==> config.mk <==
export PLATFORM = sky130hd
export DESIGN_NAME = dram_line_master
export DESIGN_NICKNAME = d
export VERILOG_FILES = /design/src/rtl/dram_line_master.sv
export SDC_FILE = /design/constraint.sdc
export NUM_CORES = 1
export LEC_CHECK = 0
export CAP_MARGIN = 20
export CORE_ASPECT_RATIO = 0.6
export CORE_MARGIN = 4
export CORE_UTILIZATION = 25
export DETAILED_ROUTE_END_ITERATION = 8
export PLACE_DENSITY_LB_ADDON = 0.2
export REMOVE_ABC_BUFFERS = 1
export SETUP_SLACK_MARGIN = 0.2
export SKIP_CTS_REPAIR_TIMING = 1
export SYNTH_ARGS = -nofsm -noshare
export SYNTH_HDL_FRONTEND = slang
export SYNTH_SLANG_ARGS = --single-unit
==> constraint.sdc <==
create_clock -name clk -period 2.3 [get_ports clk]
set_input_delay 0.46 -clock clk [delete_from_list [all_inputs] [get_ports clk]]
set_output_delay 0.46 -clock clk [all_outputs]
set_load 0.01 [all_outputs]
==> src/rtl/dram_line_master.sv <==
// AXI4 master that turns cache line-fill reads and write-throughs into
// single-outstanding AXI transactions with a one-cycle completion pulse.
module dram_line_master #(
  parameter logic [3:0]  MASTER_ID  = 4'd0,
  parameter int unsigned LINE_WORDS = 4
) (
  input  logic                       clk,
  input  logic                       rst,
  input  logic                       req_valid,
  output logic                       req_ready,
  input  logic                       req_write,
  input  logic [31:0]                req_addr,
  input  logic [31:0]                req_wdata,
  input  logic [3:0]                 req_wstrb,
  output logic                       resp_valid,
  output logic [32*LINE_WORDS-1:0]   resp_rdata,
  output logic                       resp_err,
  output logic [3:0]                 ARID,
  output logic [31:0]                ARADDR,
  output logic [3:0]                 ARLEN,
  output logic [2:0]                 ARSIZE,
  output logic [1:0]                 ARBURST,
  output logic                       ARVALID,
  input  logic                       ARREADY,
  input  logic [3:0]                 RID,
  input  logic [31:0]                RDATA,
  input  logic [1:0]                 RRESP,
  input  logic                       RLAST,
  input  logic                       RVALID,
  output logic                       RREADY,
  output logic [3:0]                 AWID,
  output logic [31:0]                AWADDR,
  output logic [3:0]                 AWLEN,
  output logic [2:0]                 AWSIZE,
  output logic [1:0]                 AWBURST,
  output logic                       AWVALID,
  input  logic                       AWREADY,
  output logic [31:0]                WDATA,
  output logic [3:0]                 WSTRB,
  output logic                       WLAST,
  output logic                       WVALID,
  input  logic                       WREADY,
  input  logic [3:0]                 BID,
  input  logic [1:0]                 BRESP,
  input  logic                       BVALID,
  output logic                       BREADY
);

  localparam int unsigned IDX_W = $clog2(LINE_WORDS);
  localparam int unsigned CNT_W = IDX_W + 1;
  localparam int unsigned OFF_W = $clog2(LINE_WORDS * 4);

  localparam logic [2:0] S_IDLE    = 3'd0;
  localparam logic [2:0] S_RD_ADDR = 3'd1;
  localparam logic [2:0] S_RD_DATA = 3'd2;
  localparam logic [2:0] S_WR_ADDR = 3'd3;
  localparam logic [2:0] S_WR_DATA = 3'd4;
  localparam logic [2:0] S_WR_RESP = 3'd5;
  localparam logic [2:0] S_DONE    = 3'd6;

  logic [2:0]                   state;
  logic [2:0]                   state_nxt;
  logic [31:2]                  addr_q;
  logic [31:0]                  wdata_q;
  logic [3:0]                   wstrb_q;
  logic                         err_q;
  logic [LINE_WORDS-1:0][31:0]  line_q;
  logic [CNT_W-1:0]             beat_cnt;

  logic accept;
  logic r_beat;
  logic r_fill;
  logic r_last_word;
  logic b_beat;
  logic addr_lsb_unused;

  // Byte offset within a word is irrelevant: both bursts are word aligned.
  assign addr_lsb_unused = ^req_addr[1:0];

  assign accept      = (state == S_IDLE) && req_valid;
  assign r_beat      = (state == S_RD_DATA) && RVALID;
  assign r_fill      = beat_cnt < CNT_W'(LINE_WORDS);
  assign r_last_word = beat_cnt == CNT_W'(LINE_WORDS - 1);
  assign b_beat      = (state == S_WR_RESP) && BVALID;

  assign ARID    = MASTER_ID;
  assign ARADDR  = {addr_q[31:OFF_W], OFF_W'(0)};
  assign ARLEN   = 4'(LINE_WORDS - 1);
  assign ARSIZE  = 3'b010;
  assign ARBURST = 2'b01;
  assign AWID    = MASTER_ID;
  assign AWADDR  = {addr_q, 2'b00};
  assign AWLEN   = 4'd0;
  assign AWSIZE  = 3'b010;
  assign AWBURST = 2'b01;
  assign WDATA   = wdata_q;
  assign WSTRB   = wstrb_q;
  assign WLAST   = 1'b1;

  assign resp_rdata = line_q;
  assign resp_err   = err_q;

  always_ff @(posedge clk or negedge rst) begin
    if (!rst) state <= S_IDLE;
    else      state <= state_nxt;
  end

  // Next state and per-state handshake outputs.
  always_comb begin
    state_nxt  = state;
    req_ready  = 1'b0;
    ARVALID    = 1'b0;
    RREADY     = 1'b0;
    AWVALID    = 1'b0;
    WVALID     = 1'b0;
    BREADY     = 1'b0;
    resp_valid = 1'b0;
    case (state)
      S_IDLE: begin
        req_ready = 1'b1;
        if (req_valid) state_nxt = req_write ? S_WR_ADDR : S_RD_ADDR;
      end
      S_RD_ADDR: begin
        ARVALID = 1'b1;
        if (ARREADY) state_nxt = S_RD_DATA;
      end
      S_RD_DATA: begin
        RREADY = 1'b1;
        if (RVALID && RLAST) state_nxt = S_DONE;
      end
      S_WR_ADDR: begin
        AWVALID = 1'b1;
        if (AWREADY) state_nxt = S_WR_DATA;
      end
      S_WR_DATA: begin
        WVALID = 1'b1;
        if (WREADY) state_nxt = S_WR_RESP;
      end
      S_WR_RESP: begin
        BREADY = 1'b1;
        if (BVALID) state_nxt = S_DONE;
      end
      S_DONE: begin
        resp_valid = 1'b1;
        state_nxt  = S_IDLE;
      end
      default: state_nxt = S_IDLE;
    endcase
  end

  // Request capture, line fill and error accumulation; beats past the line are dropped.
  always_ff @(posedge clk or negedge rst) begin
    if (!rst) begin
      addr_q   <= '0;
      wdata_q  <= '0;
      wstrb_q  <= '0;
      err_q    <= 1'b0;
      line_q   <= '0;
      beat_cnt <= '0;
    end else begin
      if (accept) begin
        addr_q   <= req_addr[31:2];
        wdata_q  <= req_wdata;
        wstrb_q  <= req_wstrb;
        err_q    <= 1'b0;
        line_q   <= '0;
        beat_cnt <= '0;
      end
      if (r_beat && r_fill) begin
        line_q[beat_cnt[IDX_W-1:0]] <= RDATA;
        beat_cnt <= beat_cnt + CNT_W'(1);
        if ((RRESP != 2'b00) || (RID != MASTER_ID) || (RLAST != r_last_word))
          err_q <= 1'b1;
      end
      if (b_beat && ((BRESP != 2'b00) || (BID != MASTER_ID)))
        err_q <= 1'b1;
    end
  end

endmodule

[Word level (Yosys, flattened, before mapping)]
Cells that the tools add are included.
Operators by class
  $add $sub $neg: 1
  $lt $le $gt $ge: 3
  muxes and demuxes: 26
  equal/unequal tests: 14
  reduce and logical (&&, ||, !) cells: 17
Operators by type and width (count)
  128-bit two-way mux: 2
  128-bit bitwise mux: 1
  32-bit demux with 2-bit select: 1
  32-bit two-way mux: 1
  3-bit two-way mux: 8
  3-bit one-hot mux with 6 select lines: 1
  1-bit two-way mux: 11
  2-bit inequality test (second input constant): 5
  3-bit by 2-bit == test with 1-bit output (second input constant): 3
  3-bit == test (second input constant): 3
  4-bit nonzero test: 2
  1-bit logical AND: 7
  6-bit AND reduction: 1
  2-bit nonzero test: 3
  3-bit by 1-bit adder with 3-bit output (second input constant): 1
  3-bit by 1-bit == test with 1-bit output (second input constant): 1
  3-bit logical NOT: 1
  1-bit logical OR: 3
  2-bit by 3-bit less-than comparator with 1-bit output (second input constant): 1
  3-bit less-than comparator (second input constant): 1
  2-bit by 1-bit greater-or-equal comparator with 1-bit output (second input constant): 1
  2-bit two-way mux: 1
  2-bit by 1-bit inequality test with 1-bit output (second input constant): 1
  1-bit inequality test: 1
Storage, ports and cells
  output and inout port bits: 263
  register bits: 201
  logic and storage cells: 71
  bits of input ports: 122

[Depth between registers and ports, before layout]
  depth after elaboration: 6
  depth in mapped cells: 7

[Least setup slack after synthesis]
OpenSTA, ideal clock, no wires.
  path kind: register to output
  start: register state[0]
  end: output BREADY
  required time: 1.840 ns
  arrival time: 1.059 ns
  buffers on the path: 1
  slack: 0.781 ns
  cell stages (with the launch flop): 3
  cell sequence: dfrtp_1 -> clkbuf_1 -> nor3b_1
Between the ends
  cells in the longest elaborated chain, start to end: 2
RTL lines
  start, declared: line 61  | logic [2:0] state;
  start signal, assigned: line 105  | else state <= state_nxt;
  3-bit == test: line 118  | case (state)
  1-bit two-way mux: line 118
  end, declared: line 46  | output logic BREADY
No other way between the ends.

[Worst setup path in the final report]
  start: register state[2]
  end: output AWVALID
Between the ends
  cells in the longest elaborated chain, start to end: 2
RTL lines
  3-bit by 2-bit == test with 1-bit output: line 118
  1-bit two-way mux: line 118
  end, declared: line 36  | output logic AWVALID,
No other way between the ends.

==> impl_metrics.env <==
export IMPL_cts_tree="built"
export IMPL_tightest_slew_ns=0.639
export IMPL_post_synthesis_adder_cell_area_fraction=0.00727
export IMPL_clkSlewWorstSetupHoldPaths_ns=0.06
export IMPL_synth_top_family_by_area="simple AND/OR/NAND/NOR gates"
export IMPL_grt_pass1_wl_um=44400
export IMPL_max_slew_margin=0.574
export IMPL_globalRouteMet1Util=0.211
export IMPL_routedWlPerCell_um=18.1
export IMPL_n_antenna_cell=0
export IMPL_post_synth_inst_count=828
export IMPL_design_final_nets=1286
export IMPL_die_area_um2=37600
export IMPL_antenna_found_initial=0
export IMPL_globalRouteMet3Util=0.0514
export IMPL_path_delay_family="flip-flops"
export IMPL_drt_first_iter_violations=330
export IMPL_power_switching_mw=5.31
export IMPL_area_growth_synth_to_final_pct=53.4
export IMPL_wp_data_arrival_ns=1.55
export IMPL_fp_coreArea_um2=33800
export IMPL_pin_count_of_the_biggest_net_entering_global_routing=93
export IMPL_synth_top_area_frac=0.584
export IMPL_clockPowerShare=0.214
export IMPL_antenna_left=0
export IMPL_avgSynthCellArea_um2=10.4
export IMPL_maximum_vdd_drop_mv=0.596
export IMPL_grt_pass1_vias=7202
export IMPL_cp_cell_sequence="buf_4 > nor2b_1 > and2_1 > clkbuf_2"
export IMPL_critPathRequiredTime_ns=1.84
export IMPL_total_power_mw=16.0
export IMPL_grt_busiest_layer="met2"
export IMPL_portBuffers=349
export IMPL_synth_warnings=0
export IMPL_dr_pass1_iters=6
export IMPL_post_route_fraction_of_the_period_consumed_by_the_critical_path=0.873
export IMPL_cts_path_max_buffers=3
export IMPL_hold_viol=0
export IMPL_setup_viol_count_final=0
export IMPL_placementRows=52
export IMPL_cts_root_buffer_cell="sky130_fd_sc_hd__clkbuf_16"
export IMPL_holdCritStartpoint="resp_rdata[64]"
export IMPL_cpMaxStageDelayCell="sky130_fd_sc_hd__dfrtp_2"
export IMPL_slew_viol_final=0
export IMPL_critPathCaptureType="primary output"
export IMPL_drc=0
export IMPL_cap_viol_max_count=0
export IMPL_clock_latency_ns=0.51
export IMPL_regToRegStartpoint="state[2]"
export IMPL_fin_util=0.390
export IMPL_rsz_0062_raised_after_global_routing="yes"
export IMPL_die_h_um=152
export IMPL_p_leak_nw=6.24
export IMPL_post_synth_top_area_cell="sky130_fd_sc_hd__dfrtp_1"
export IMPL_path_max_fanout=7
export IMPL_post_route_cells_drive_above_1_share=0.130
export IMPL_worstPathBufferInverterCount=2
export IMPL_seqPwrFrac=0.348
export IMPL_synth_compound_area_share=0.00887
export IMPL_number_of_filler_cells_placed_in_the_layout=3324
export IMPL_clock_skew_ns=0.0150
export IMPL_clock_sink_count=201
export IMPL_ios=385
export IMPL_timing_setup_critical_path_class="flip-flop to primary output"
export IMPL_cts_made_buffers=22
export IMPL_grt_remaining_overflow=0
export IMPL_htree_num_levels=1
export IMPL_wire_length_reported_by_the_detailed_router_um=29500
export IMPL_netlist_cell_types=31
export IMPL_fmaxAchievable_mhz=498
export IMPL_floorplan_initialDensity=0.254
export IMPL_setup_worst_path_start_class="flip-flop"
export IMPL_placement_cell_area_um2=12500
export IMPL_setup_worst_path_start="state[2]"
export IMPL_synth_ff_latch_count=201
export IMPL_comb_power_share=0.438
export IMPL_yosys_mux_area_fraction=0.0877
export IMPL_synth_simple_gate_area_frac=0.211
export IMPL_hpwl_detailed_um=20900
export IMPL_synth_sequential_area_ratio=0.584
export IMPL_synth_area_leaders="sky130_fd_sc_hd__dfrtp_1 (58%), sky130_fd_sc_hd__nand2_1 (12%), sky130_fd_sc_hd__mux2_2 (8.8%)"
export IMPL_cell_internal_pwr_mw=10.7
export IMPL_cp_peak_stage_delay_ns=0.45
export IMPL_vias=6979
export IMPL_floorplan_die_width_um=248
export IMPL_grt_usage=0.152
export IMPL_sw_frac_of_total=0.331
export IMPL_layout_min_cycle_time_ns=2.01
export IMPL_post_synth_instance_area_um2=8610
export IMPL_outcome="finished, final reports clean"
export IMPL_routabilityCongestion=0.767
export IMPL_detail_route_vias_per_cell=4.27
export IMPL_global_route_usage_met2=0.234
export IMPL_min_path_type="flip-flop to flip-flop"
export IMPL_layout_cell_area_non_filler_um2=13200
export IMPL_post_synth_xor_area_fraction=0.00102
export IMPL_pwr_density_cell_nw_per_um2=1220
## metal layers
metal | part of all wire | wire length (µm) | vias to the layer above
met3 | 0.082 | 2430 | 43
li1 | - | - | 3279
met4 | 0.018 | 534 | 0
met5 | 0 | 0 | -
met2 | 0.44 | 13100 | 219
met1 | 0.46 | 13500 | 3438
## Yosys cell counts (all sizes together)
library cell	number
o21ai	4
o32ai	1
conb	2
o22ai	1
inv	4
mux2	67
xor2	1
nor4	2
dfrtp	201
and3	4
a21oi	3
nor2b	2
buf	105
nor3	2
or4	1
nand3	135
nand2b	3
o31ai	1
nor4b	1
a32oi	1
nor3b	2
clkbuf	9
a32o	1
nand2	264
nor2	5
ha	5
and2	1
## final cells by class
class	instances	area, µm²	share of cell area
repair buffers	390	4020	0.304
flip-flops and latches	201	5030	0.381
inverters	4	15.0	0.00114
well taps	459	574	0.0435
clock inverters	3	15.0	0.00114
clock buffers	36	674	0.0511
multi-input cells	540	2880	0.218
## worst paths after layout
check                      slack (ns)  cells after the start        endpoint
max                              0.29                      4         AWVALID
min                              0.50                      2  resp_rdata[64]
max reg2reg                      0.41                      5       addr_q[2]
min reg2reg                      0.50                      2  resp_rdata[64]
max in group asynchronous        1.15                      3  resp_rdata[20]
min in group asynchronous        0.54                      2  resp_rdata[18]
## layout by cell type (no fill, tap or decap)
master,count
sky130_fd_sc_hd__clkdlybuf4s50_1,341
sky130_fd_sc_hd__nand2_1,263
sky130_fd_sc_hd__dfrtp_1,198
sky130_fd_sc_hd__nand3_1,131
sky130_fd_sc_hd__mux2_2,67
sky130_fd_sc_hd__conb_1,33
sky130_fd_sc_hd__buf_4,24
sky130_fd_sc_hd__clkbuf_16,23
sky130_fd_sc_hd__buf_12,16
sky130_fd_sc_hd__clkbuf_1,8
sky130_fd_sc_hd__clkbuf_8,6
sky130_fd_sc_hd__dlymetal6s2s_1,6
sky130_fd_sc_hd__nor2_1,5
sky130_fd_sc_hd__ha_1,5
sky130_fd_sc_hd__inv_1,4
sky130_fd_sc_hd__and3_2,4
sky130_fd_sc_hd__nand3_2,4
sky130_fd_sc_hd__o21ai_0,4
sky130_fd_sc_hd__nand2b_1,3
sky130_fd_sc_hd__a21oi_1,3
sky130_fd_sc_hd__clkinv_2,3
sky130_fd_sc_hd__dfrtp_2,3
sky130_fd_sc_hd__nor2b_1,2
sky130_fd_sc_hd__nor3b_1,2
sky130_fd_sc_hd__nor3_1,2
sky130_fd_sc_hd__nor4_1,2
sky130_fd_sc_hd__nor4b_4,1
sky130_fd_sc_hd__nand2_4,1
sky130_fd_sc_hd__and2_1,1
sky130_fd_sc_hd__or4_1,1
sky130_fd_sc_hd__xor2_1,1
sky130_fd_sc_hd__a32oi_1,1
sky130_fd_sc_hd__o22ai_1,1
sky130_fd_sc_hd__o32ai_1,1
sky130_fd_sc_hd__a32o_1,1
sky130_fd_sc_hd__o31ai_1,1
sky130_fd_sc_hd__dlygate4sd3_1,1
sky130_fd_sc_hd__clkbuf_2,1
## metrics by stage
stage                     hold slack (ns)  instances  setup TNS (ns)  setup slack, ns
after floorplan                     0.164        745         -446.66            -2.44
after global placement              0.478       1591               0            0.142
after detailed placement            0.483       1591               0            0.126
after CTS                         -0.0194       1630          -0.958           -0.253
after global routing                0.516       1633               0            0.174
final                               0.495       1633               0            0.293
## worst reg2reg max path, delay by kind of cell, from the launching register on
kind / cells / cell delay [ns]
multiplexers: 1 / 0.52
flip-flops: 1 / 0.45
buffers and inverters: 2 / 0.41
AND/OR/NAND/NOR: 2 / 0.39
## power by group through the flow
stage	logic [mW]	registers (mW)	clock network, mW
floorplan	1.99	6.27	0
global placement	7.08	5.60	0
detailed placement	7.11	5.63	0
CTS	7.14	5.60	3.59
global route	7.57	5.76	3.73
finish	7.03	5.58	3.44
## cells by family after synthesis
kind of cell,after synthesis
AOI/OAI and AO/OA,12
buffers and inverters,118
adders and majority gates,5
DFF,201
and+or+nand+nor,422
muxes,67
xor gates and xnor gates,1
other,2
## state kept, by name, indices dropped and copies added, names as in the netlist
name        flops
resp_err        1
WSTRB           4
beat_cnt        3
state           3
addr_q         30
resp_rdata    128
WDATA          32
Note: power is estimated with default switching activity, not from simulation.
